==> config.mk <==
export PLATFORM = sky130hd
export DESIGN_NAME = hazard_ctrl
export DESIGN_NICKNAME = d
export VERILOG_FILES = /design/src/rtl/hazard_ctrl.sv
export SDC_FILE = /design/constraint.sdc
export NUM_CORES = 1
export LEC_CHECK = 0
export BUFFER_PORTS_ARGS = -buffer_cell sky130_fd_sc_hd__buf_4
export CAP_MARGIN = 20
export CORE_MARGIN = 2
export CORE_UTILIZATION = 51
export DETAILED_ROUTE_END_ITERATION = 6
export PLACE_DENSITY_LB_ADDON = 0.2
export SYNTH_ARGS = -nofsm -noshare
export SYNTH_HDL_FRONTEND = slang
export SYNTH_SLANG_ARGS = --single-unit
==> constraint.sdc <==
create_clock -name clk -period 3.1 [get_ports clk]
set_input_delay 0.775 -clock clk [delete_from_list [all_inputs] [get_ports clk]]
set_output_delay 0.775 -clock clk [all_outputs]
set_load 0.1 [all_outputs]
==> src/rtl/hazard_ctrl.sv <==
// -----------------------------------------------------------------------------
// hazard_ctrl
// Hazard controller for a 5-stage MIPS pipeline (F/D/E/M/W).
//
// The controller keeps its own small scoreboard. There is one record per stage
// for E, M and W. Each record holds the destination register and the number of
// cycles left before its result exists (tnew). The D-stage instruction's
// operand deadlines (tuse) are compared against these records to decide whether
// D must stall. The same records also produce the forwarding selects for the D
// and E stages. A busy counter sequences the multi-cycle mult/div unit. While
// that counter runs, a new mult/div or any HI/LO access is held in D.
//
// Ports:
//   clk, reset          rising-edge clock, synchronous active-high reset
//   d_valid             D holds a real instruction
//   d_rs, d_rt          D source register indices
//   d_tuse_rs/_rt       stage offset where the operand is consumed (3 = unused)
//   d_wa, d_tnew        D destination register (0 = none) and its result latency
//   d_md_start/_div     D is mult/multu (div=0) or div/divu (div=1)
//   d_md_use            D reads or writes HI/LO
//   stall, pc_en, fd_en, de_clr   hazard stall and derived pipeline controls
//   fwd_d_rs/_rt        D operand source: 0 regfile, 1 E, 2 M, 3 W
//   fwd_e_rs/_rt        E operand source: 0 D/E register, 1 M, 2 W
//   md_busy             mult/div unit busy (registered)
// -----------------------------------------------------------------------------
module hazard_ctrl #(
    parameter int MULT_LAT = 5,
    parameter int DIV_LAT  = 10,
    parameter int CNT_W    = 4
) (
    input  logic       clk,
    input  logic       reset,
    input  logic       d_valid,
    input  logic [4:0] d_rs,
    input  logic [4:0] d_rt,
    input  logic [1:0] d_tuse_rs,
    input  logic [1:0] d_tuse_rt,
    input  logic [4:0] d_wa,
    input  logic [1:0] d_tnew,
    input  logic       d_md_start,
    input  logic       d_md_div,
    input  logic       d_md_use,
    output logic       stall,
    output logic       pc_en,
    output logic       fd_en,
    output logic       de_clr,
    output logic [1:0] fwd_d_rs,
    output logic [1:0] fwd_d_rt,
    output logic [1:0] fwd_e_rs,
    output logic [1:0] fwd_e_rt,
    output logic       md_busy
);

    // Stage records
    logic             e_valid_r;
    logic [4:0]       e_wa_r;
    logic [1:0]       e_tnew_r;
    logic [4:0]       e_rs_r;
    logic [4:0]       e_rt_r;
    logic             m_valid_r;
    logic [4:0]       m_wa_r;
    logic [1:0]       m_tnew_r;
    logic             w_valid_r;
    logic [4:0]       w_wa_r;
    logic [1:0]       w_tnew_r;

    // mult/div sequencing
    logic [CNT_W-1:0] md_cnt_r;
    logic [CNT_W-1:0] md_cnt_nxt_s;
    logic             md_busy_r;
    logic             md_issue_s;

    // Hazard terms
    logic             stall_rs_s;
    logic             stall_rt_s;
    logic             stall_md_s;
    logic             stall_s;
    logic [1:0]       fwd_d_rs_s;
    logic [1:0]       fwd_d_rt_s;
    logic [1:0]       fwd_e_rs_s;
    logic [1:0]       fwd_e_rt_s;

    // Saturating countdown applied each time a record moves down the pipe.
    function automatic logic [1:0] dec_sat(input logic [1:0] t);
        return (t == 2'd0) ? 2'd0 : (t - 2'd1);
    endfunction

    // A record produces register r; register 0 is never a real producer.
    function automatic logic rec_match(input logic v, input logic [4:0] wa,
                                       input logic [4:0] r);
        return v && (wa == r) && (r != 5'd0);
    endfunction

    // Operand stall: a producer in E or M whose result is later than the
    // consumer's deadline. W results always exist, so W never stalls.
    function automatic logic op_stall(input logic [4:0] r, input logic [1:0] tuse,
                                      input logic ev, input logic [4:0] ewa,
                                      input logic [1:0] et, input logic mv,
                                      input logic [4:0] mwa, input logic [1:0] mt);
        logic s;
        if (tuse == 2'd3) begin
            s = 1'b0;
        end else begin
            s = (rec_match(ev, ewa, r) && (et > tuse)) ||
                (rec_match(mv, mwa, r) && (mt > tuse));
        end
        return s;
    endfunction

    // D-stage source: nearest producer wins; it only forwards once ready,
    // otherwise the regfile select is kept (a stall covers that case).
    function automatic logic [1:0] d_sel(input logic [4:0] r,
                                         input logic ev, input logic [4:0] ewa,
                                         input logic [1:0] et, input logic mv,
                                         input logic [4:0] mwa, input logic [1:0] mt,
                                         input logic wv, input logic [4:0] wwa,
                                         input logic [1:0] wt);
        logic [1:0] sel;
        if (r == 5'd0) begin
            sel = 2'd0;
        end else if (rec_match(ev, ewa, r)) begin
            sel = (et == 2'd0) ? 2'd1 : 2'd0;
        end else if (rec_match(mv, mwa, r)) begin
            sel = (mt == 2'd0) ? 2'd2 : 2'd0;
        end else if (rec_match(wv, wwa, r)) begin
            sel = (wt == 2'd0) ? 2'd3 : 2'd0;
        end else begin
            sel = 2'd0;
        end
        return sel;
    endfunction

    // E-stage source: same rule as D, looking only at M and W.
    function automatic logic [1:0] e_sel(input logic ev, input logic [4:0] r,
                                         input logic mv, input logic [4:0] mwa,
                                         input logic [1:0] mt, input logic wv,
                                         input logic [4:0] wwa, input logic [1:0] wt);
        logic [1:0] sel;
        if (!ev || (r == 5'd0)) begin
            sel = 2'd0;
        end else if (rec_match(mv, mwa, r)) begin
            sel = (mt == 2'd0) ? 2'd1 : 2'd0;
        end else if (rec_match(wv, wwa, r)) begin
            sel = (wt == 2'd0) ? 2'd2 : 2'd0;
        end else begin
            sel = 2'd0;
        end
        return sel;
    endfunction

    // Stall decision for the D-stage instruction.
    always_comb begin
        stall_rs_s = 1'b0;
        stall_rt_s = 1'b0;
        stall_md_s = 1'b0;
        if (d_valid) begin
            stall_rs_s = op_stall(d_rs, d_tuse_rs, e_valid_r, e_wa_r, e_tnew_r,
                                  m_valid_r, m_wa_r, m_tnew_r);
            stall_rt_s = op_stall(d_rt, d_tuse_rt, e_valid_r, e_wa_r, e_tnew_r,
                                  m_valid_r, m_wa_r, m_tnew_r);
            stall_md_s = (d_md_start || d_md_use) && (md_cnt_r != {CNT_W{1'b0}});
        end else begin
            stall_rs_s = 1'b0;
            stall_rt_s = 1'b0;
            stall_md_s = 1'b0;
        end
        stall_s = stall_rs_s || stall_rt_s || stall_md_s;
    end

    // Forwarding selects for D and E operands.
    always_comb begin
        fwd_d_rs_s = d_sel(d_rs, e_valid_r, e_wa_r, e_tnew_r, m_valid_r, m_wa_r,
                           m_tnew_r, w_valid_r, w_wa_r, w_tnew_r);
        fwd_d_rt_s = d_sel(d_rt, e_valid_r, e_wa_r, e_tnew_r, m_valid_r, m_wa_r,
                           m_tnew_r, w_valid_r, w_wa_r, w_tnew_r);
        fwd_e_rs_s = e_sel(e_valid_r, e_rs_r, m_valid_r, m_wa_r, m_tnew_r,
                           w_valid_r, w_wa_r, w_tnew_r);
        fwd_e_rt_s = e_sel(e_valid_r, e_rt_r, m_valid_r, m_wa_r, m_tnew_r,
                           w_valid_r, w_wa_r, w_tnew_r);
    end

    // Next value of the mult/div busy counter. An issue can only happen when
    // the counter is already zero, because a busy unit stalls mult/div in D.
    always_comb begin
        md_issue_s   = d_valid && d_md_start && !stall_s;
        md_cnt_nxt_s = md_cnt_r;
        if (md_issue_s) begin
            md_cnt_nxt_s = d_md_div ? CNT_W'(DIV_LAT) : CNT_W'(MULT_LAT);
        end else if (md_cnt_r != {CNT_W{1'b0}}) begin
            md_cnt_nxt_s = md_cnt_r - {{(CNT_W-1){1'b0}}, 1'b1};
        end else begin
            md_cnt_nxt_s = {CNT_W{1'b0}};
        end
    end

    // Scoreboard shift. A stalled D becomes a bubble in E. tnew is loaded
    // unmodified on E entry and counts down on every later move.
    always_ff @(posedge clk) begin
        if (reset) begin
            e_valid_r <= 1'b0;
            e_wa_r    <= 5'd0;
            e_tnew_r  <= 2'd0;
            e_rs_r    <= 5'd0;
            e_rt_r    <= 5'd0;
            m_valid_r <= 1'b0;
            m_wa_r    <= 5'd0;
            m_tnew_r  <= 2'd0;
            w_valid_r <= 1'b0;
            w_wa_r    <= 5'd0;
            w_tnew_r  <= 2'd0;
        end else begin
            if (stall_s) begin
                e_valid_r <= 1'b0;
                e_wa_r    <= 5'd0;
                e_tnew_r  <= 2'd0;
                e_rs_r    <= 5'd0;
                e_rt_r    <= 5'd0;
            end else begin
                e_valid_r <= d_valid;
                e_wa_r    <= d_wa;
                e_tnew_r  <= d_tnew;
                e_rs_r    <= d_rs;
                e_rt_r    <= d_rt;
            end
            m_valid_r <= e_valid_r;
            m_wa_r    <= e_wa_r;
            m_tnew_r  <= dec_sat(e_tnew_r);
            w_valid_r <= m_valid_r;
            w_wa_r    <= m_wa_r;
            w_tnew_r  <= dec_sat(m_tnew_r);
        end
    end

    // mult/div counter and its registered busy flag.
    always_ff @(posedge clk) begin
        if (reset) begin
            md_cnt_r  <= {CNT_W{1'b0}};
            md_busy_r <= 1'b0;
        end else begin
            md_cnt_r  <= md_cnt_nxt_s;
            md_busy_r <= (md_cnt_nxt_s != {CNT_W{1'b0}});
        end
    end

    assign stall    = stall_s;
    assign pc_en    = ~stall_s;
    assign fd_en    = ~stall_s;
    assign de_clr   = stall_s;
    assign fwd_d_rs = fwd_d_rs_s;
    assign fwd_d_rt = fwd_d_rt_s;
    assign fwd_e_rs = fwd_e_rs_s;
    assign fwd_e_rt = fwd_e_rt_s;
    assign md_busy  = md_busy_r;

endmodule
==> impl_metrics.env <==
export IMPL_n_antenna_cell=0
export IMPL_muxShareOfSynthArea_pct=1.690
export IMPL_syn_cell_area_um2=2517
export IMPL_ant_nets=0
export IMPL_grt_max_degree=51
export IMPL_vias=2126
export IMPL_vias_per_cell=5.423
export IMPL_setup_ws_ps=-130.3
export IMPL_synth_compound_area_share_pct=16.55
export IMPL_power_leakage_nw=1.347
export IMPL_num_rows=25
export IMPL_stdcell_count=392
export IMPL_syn_num_nets=316
export IMPL_synth_simple_area_share_pct=19.93
export IMPL_wirelength_um=5925
export IMPL_yosysTopAreaCellShare_pct=31.01
export IMPL_ctsHtreeMaxLevel=2
export IMPL_timing_final_crit_share_pct=104.2
export IMPL_cts_tree="built"
export IMPL_synth_cell_type_count=38
export IMPL_dp_hpwl_um=4443
export IMPL_relSlewSlack_pct=63.55
export IMPL_gp_congestion=0.8580
export IMPL_pin_count=40
export IMPL_vdd_ir_drop_max_v=0.0002905
export IMPL_clk_latency_ps=290
export IMPL_wl_per_cell_um=15.11
export IMPL_ys_warnings_count=0
export IMPL_fin_util_pct=67.84
export IMPL_worstPathArrival_ps=2460
export IMPL_path_max_fanout=3
export IMPL_final_setup_tns_ps=-606.7
export IMPL_grt_pass1_wl_um=9549
export IMPL_drt_pass1_iterations=4
export IMPL_grt_util_met2_pct=35.81
export IMPL_cpLargestDelayFamily="simple AND/OR/NAND/NOR gates"
export IMPL_grt_pass1_vias=1977
export IMPL_synthXorXnorAreaFrac_pct=17.40
export IMPL_holdWs_ps=421.9
export IMPL_cp_slowest_stage_delay_ps=530
export IMPL_drc=0
export IMPL_cts_buffer_depth=2
export IMPL_finalNetCount=361
export IMPL_area_growth_pct=28.13
export IMPL_synthArstFlopShare_pct=0
export IMPL_endpoint_kind="output pin"
export IMPL_synthFlopType="dfxtp_1"
export IMPL_p_per_area_nw_per_um2=436.4
export IMPL_io_buffers=39
export IMPL_grt_use_met1_pct=32.78
export IMPL_synthAdderAreaFrac_pct=4.970
export IMPL_core_um2=4755
export IMPL_clock_sinks=39
export IMPL_rsz0062_at_grt="yes"
export IMPL_violations="negative setup slack"
export IMPL_worstHoldPathType="reg -> reg"
export IMPL_maxCapViolations=0
export IMPL_numCtsBuffers=5
export IMPL_hold_violations=0
export IMPL_final_min_clock_period_ps=3230
export IMPL_seqCellArea_um2=780.7
export IMPL_ys_seq_area_share_pct=31.01
export IMPL_synth_edff_count=0
export IMPL_layout_drive_gt1_share_pct=29.85
export IMPL_crit_type="in -> out"
export IMPL_die_area_um2=5514
export IMPL_cp_data_required_time_ps=2320
export IMPL_tightest_slew_ps=545.6
export IMPL_clk_pin_slew_ps=60
export IMPL_cp_num_cells=7
export IMPL_slew_violations=0
export IMPL_timing_fmax_ghz=0.3096
export IMPL_fp_dieW_um=74.26
export IMPL_dp_cells=382
export IMPL_crit_top_cell="buf_6"
export IMPL_synthCells=279
export IMPL_start_kind="input pin"
export IMPL_die_height_um=74.26
export IMPL_skew_ps=9.355
export IMPL_antenna_found_initial=0
export IMPL_status="complete, but fails checks"
export IMPL_ys_seq_elements=39
export IMPL_first_iter_violations=118
export IMPL_cp_slowest_cell="or4_4"
export IMPL_multiInputGateArea_um2=1645
export IMPL_grt_busiest_layer="met2"
export IMPL_crit_chain="buf_6 > or4_4 > nor2_4 > nor3_4 > a221o_1 > o21ai_4 > buf_6"
export IMPL_grt_usage_pct=23.08
export IMPL_pre_cts_ws_ps=-207.1
export IMPL_synthTopCellsByArea="dfxtp_1 (31%), xnor2_1 (12%), o41ai_2 (7.8%)"
export IMPL_setup_viol=7
export IMPL_grt_overflow=0
export IMPL_initial_utilization_pct=52.95
export IMPL_root_buffer="clkbuf_8"
export IMPL_synth_top_family_by_area="simple AND/OR/NAND/NOR gates"
export IMPL_path_buf_inv=2
export IMPL_min_path_cells=1
export IMPL_fill_cells=398
export IMPL_use_met3_pct=3.794
export IMPL_yosys_area_top_type="dfxtp_1"
export IMPL_r2r_worst_path_cells=6
export IMPL_syn_avg_cell_area_um2=9.023
## cells in the final DEF (no fill, tap or decap), types with 2 or more instances in the layout
master	count
buf_12	3
o41ai_1	5
nor3_2	3
nor2_4	2
nor2b_1	14
nor3b_1	2
mux2i_1	2
nor2_1	7
xor2_1	16
nand2_1	16
nand4_1	8
a221oi_1	4
o31ai_1	6
ha_1	10
xnor2_1	34
buf_4	45
nor4_1	4
buf_6	10
nor4_4	4
inv_1	28
or4_4	2
or3_1	11
clkbuf_8	7
dfxtp_1	39
a21oi_1	5
nor4_2	2
o41ai_2	12
nor3_1	6
a21o_1	2
or4_1	2
o21ai_0	2
## registers in the layout, indices dropped and copies added (netlist names)
name / cells
md_cnt_r: 4
w_wa_r: 5
m_valid_r: 1
m_tnew_r: 2
md_busy: 1
m_wa_r: 5
w_tnew_r: 2
e_rs_r: 5
w_valid_r: 1
e_wa_r: 5
e_tnew_r: 2
e_rt_r: 5
e_valid_r: 1
## stage by stage
stage / power [mW] / instance area, um^2
2_1_floorplan: 0.9513 / 2668
4_1_cts: 1.418 / 3218
3_5_place_dp: 1.038 / 3032
5_1_grt: 1.485 / 3226
6_report: 1.408 / 3226
3_3_place_gp: 1.029 / 3032
## layout make-up
| type | count | area share (%) |
|---|---|---|
| repair buffers | 58 | 15.83 |
| flip-flops and latches | 39 | 24.20 |
| clock buffers | 8 | 3.103 |
| inverters | 28 | 3.258 |
| multi-input cells | 192 | 51.01 |
| well taps | 67 | 2.599 |
## timing repair
| item | CTS | global route |
|---|---|---|
| hold buffers | 0 | 0 |
| setup endpoints to repair | 8 | 8 |
| pin swaps | 3 | 1 |
| buffers inserted | 2 | 0 |
| gates resized for setup | 18 | 2 |
## synthesized netlist by cell type (3+ instances only)
library cell,n
dfxtp_1,39
xnor2_1,34
inv_1,28
nand2_1,16
xor2_1,16
nor2b_1,14
clkbuf_1,12
o41ai_2,12
or3_1,11
ha_1,10
nor3_1,10
nor4_1,10
nand4_1,8
nor2_1,7
o31ai_1,6
a21oi_1,5
o41ai_1,5
a221oi_1,4
buf_6,3
## report_power, final
group,switching [mW],leakage [nW],total (mW),internal [mW]
Sequential,0.0582,0.323,0.608,0.550
Combinational,0.247,0.973,0.434,0.187
Clock,0.163,0.0515,0.366,0.203
## metal layers
metal / part of all wire (%) / vias up
met5: 0 / -
li1: - / 1064
met4: 1.1 / 0
met3: 5.7 / 6
met1: 47 / 1002
met2: 46 / 54
## cell families after synthesis
group           count (synthesis)
mux                             4
xor+xnor                       50
flops                          39
buf+inv                        48
simple gates                   87
compound gates                 41
fa+ha+maj                      10
## final timing paths
check / slack, ps / startpoint / to
worst max-delay path: -130 / d_rt[1] / pc_en
worst min-delay path: 420 / m_tnew_r[0]$_SDFF_PP0_ / w_tnew_r[0]$_SDFF_PP0_
worst min register to register: 420 / m_tnew_r[0]$_SDFF_PP0_ / w_tnew_r[0]$_SDFF_PP0_
worst max register to register: 940 / e_tnew_r[0]$_SDFF_PP0_ / e_rs_r[0]$_SDFF_PP0_
Note: power is estimated with default switching activity, not from simulation.
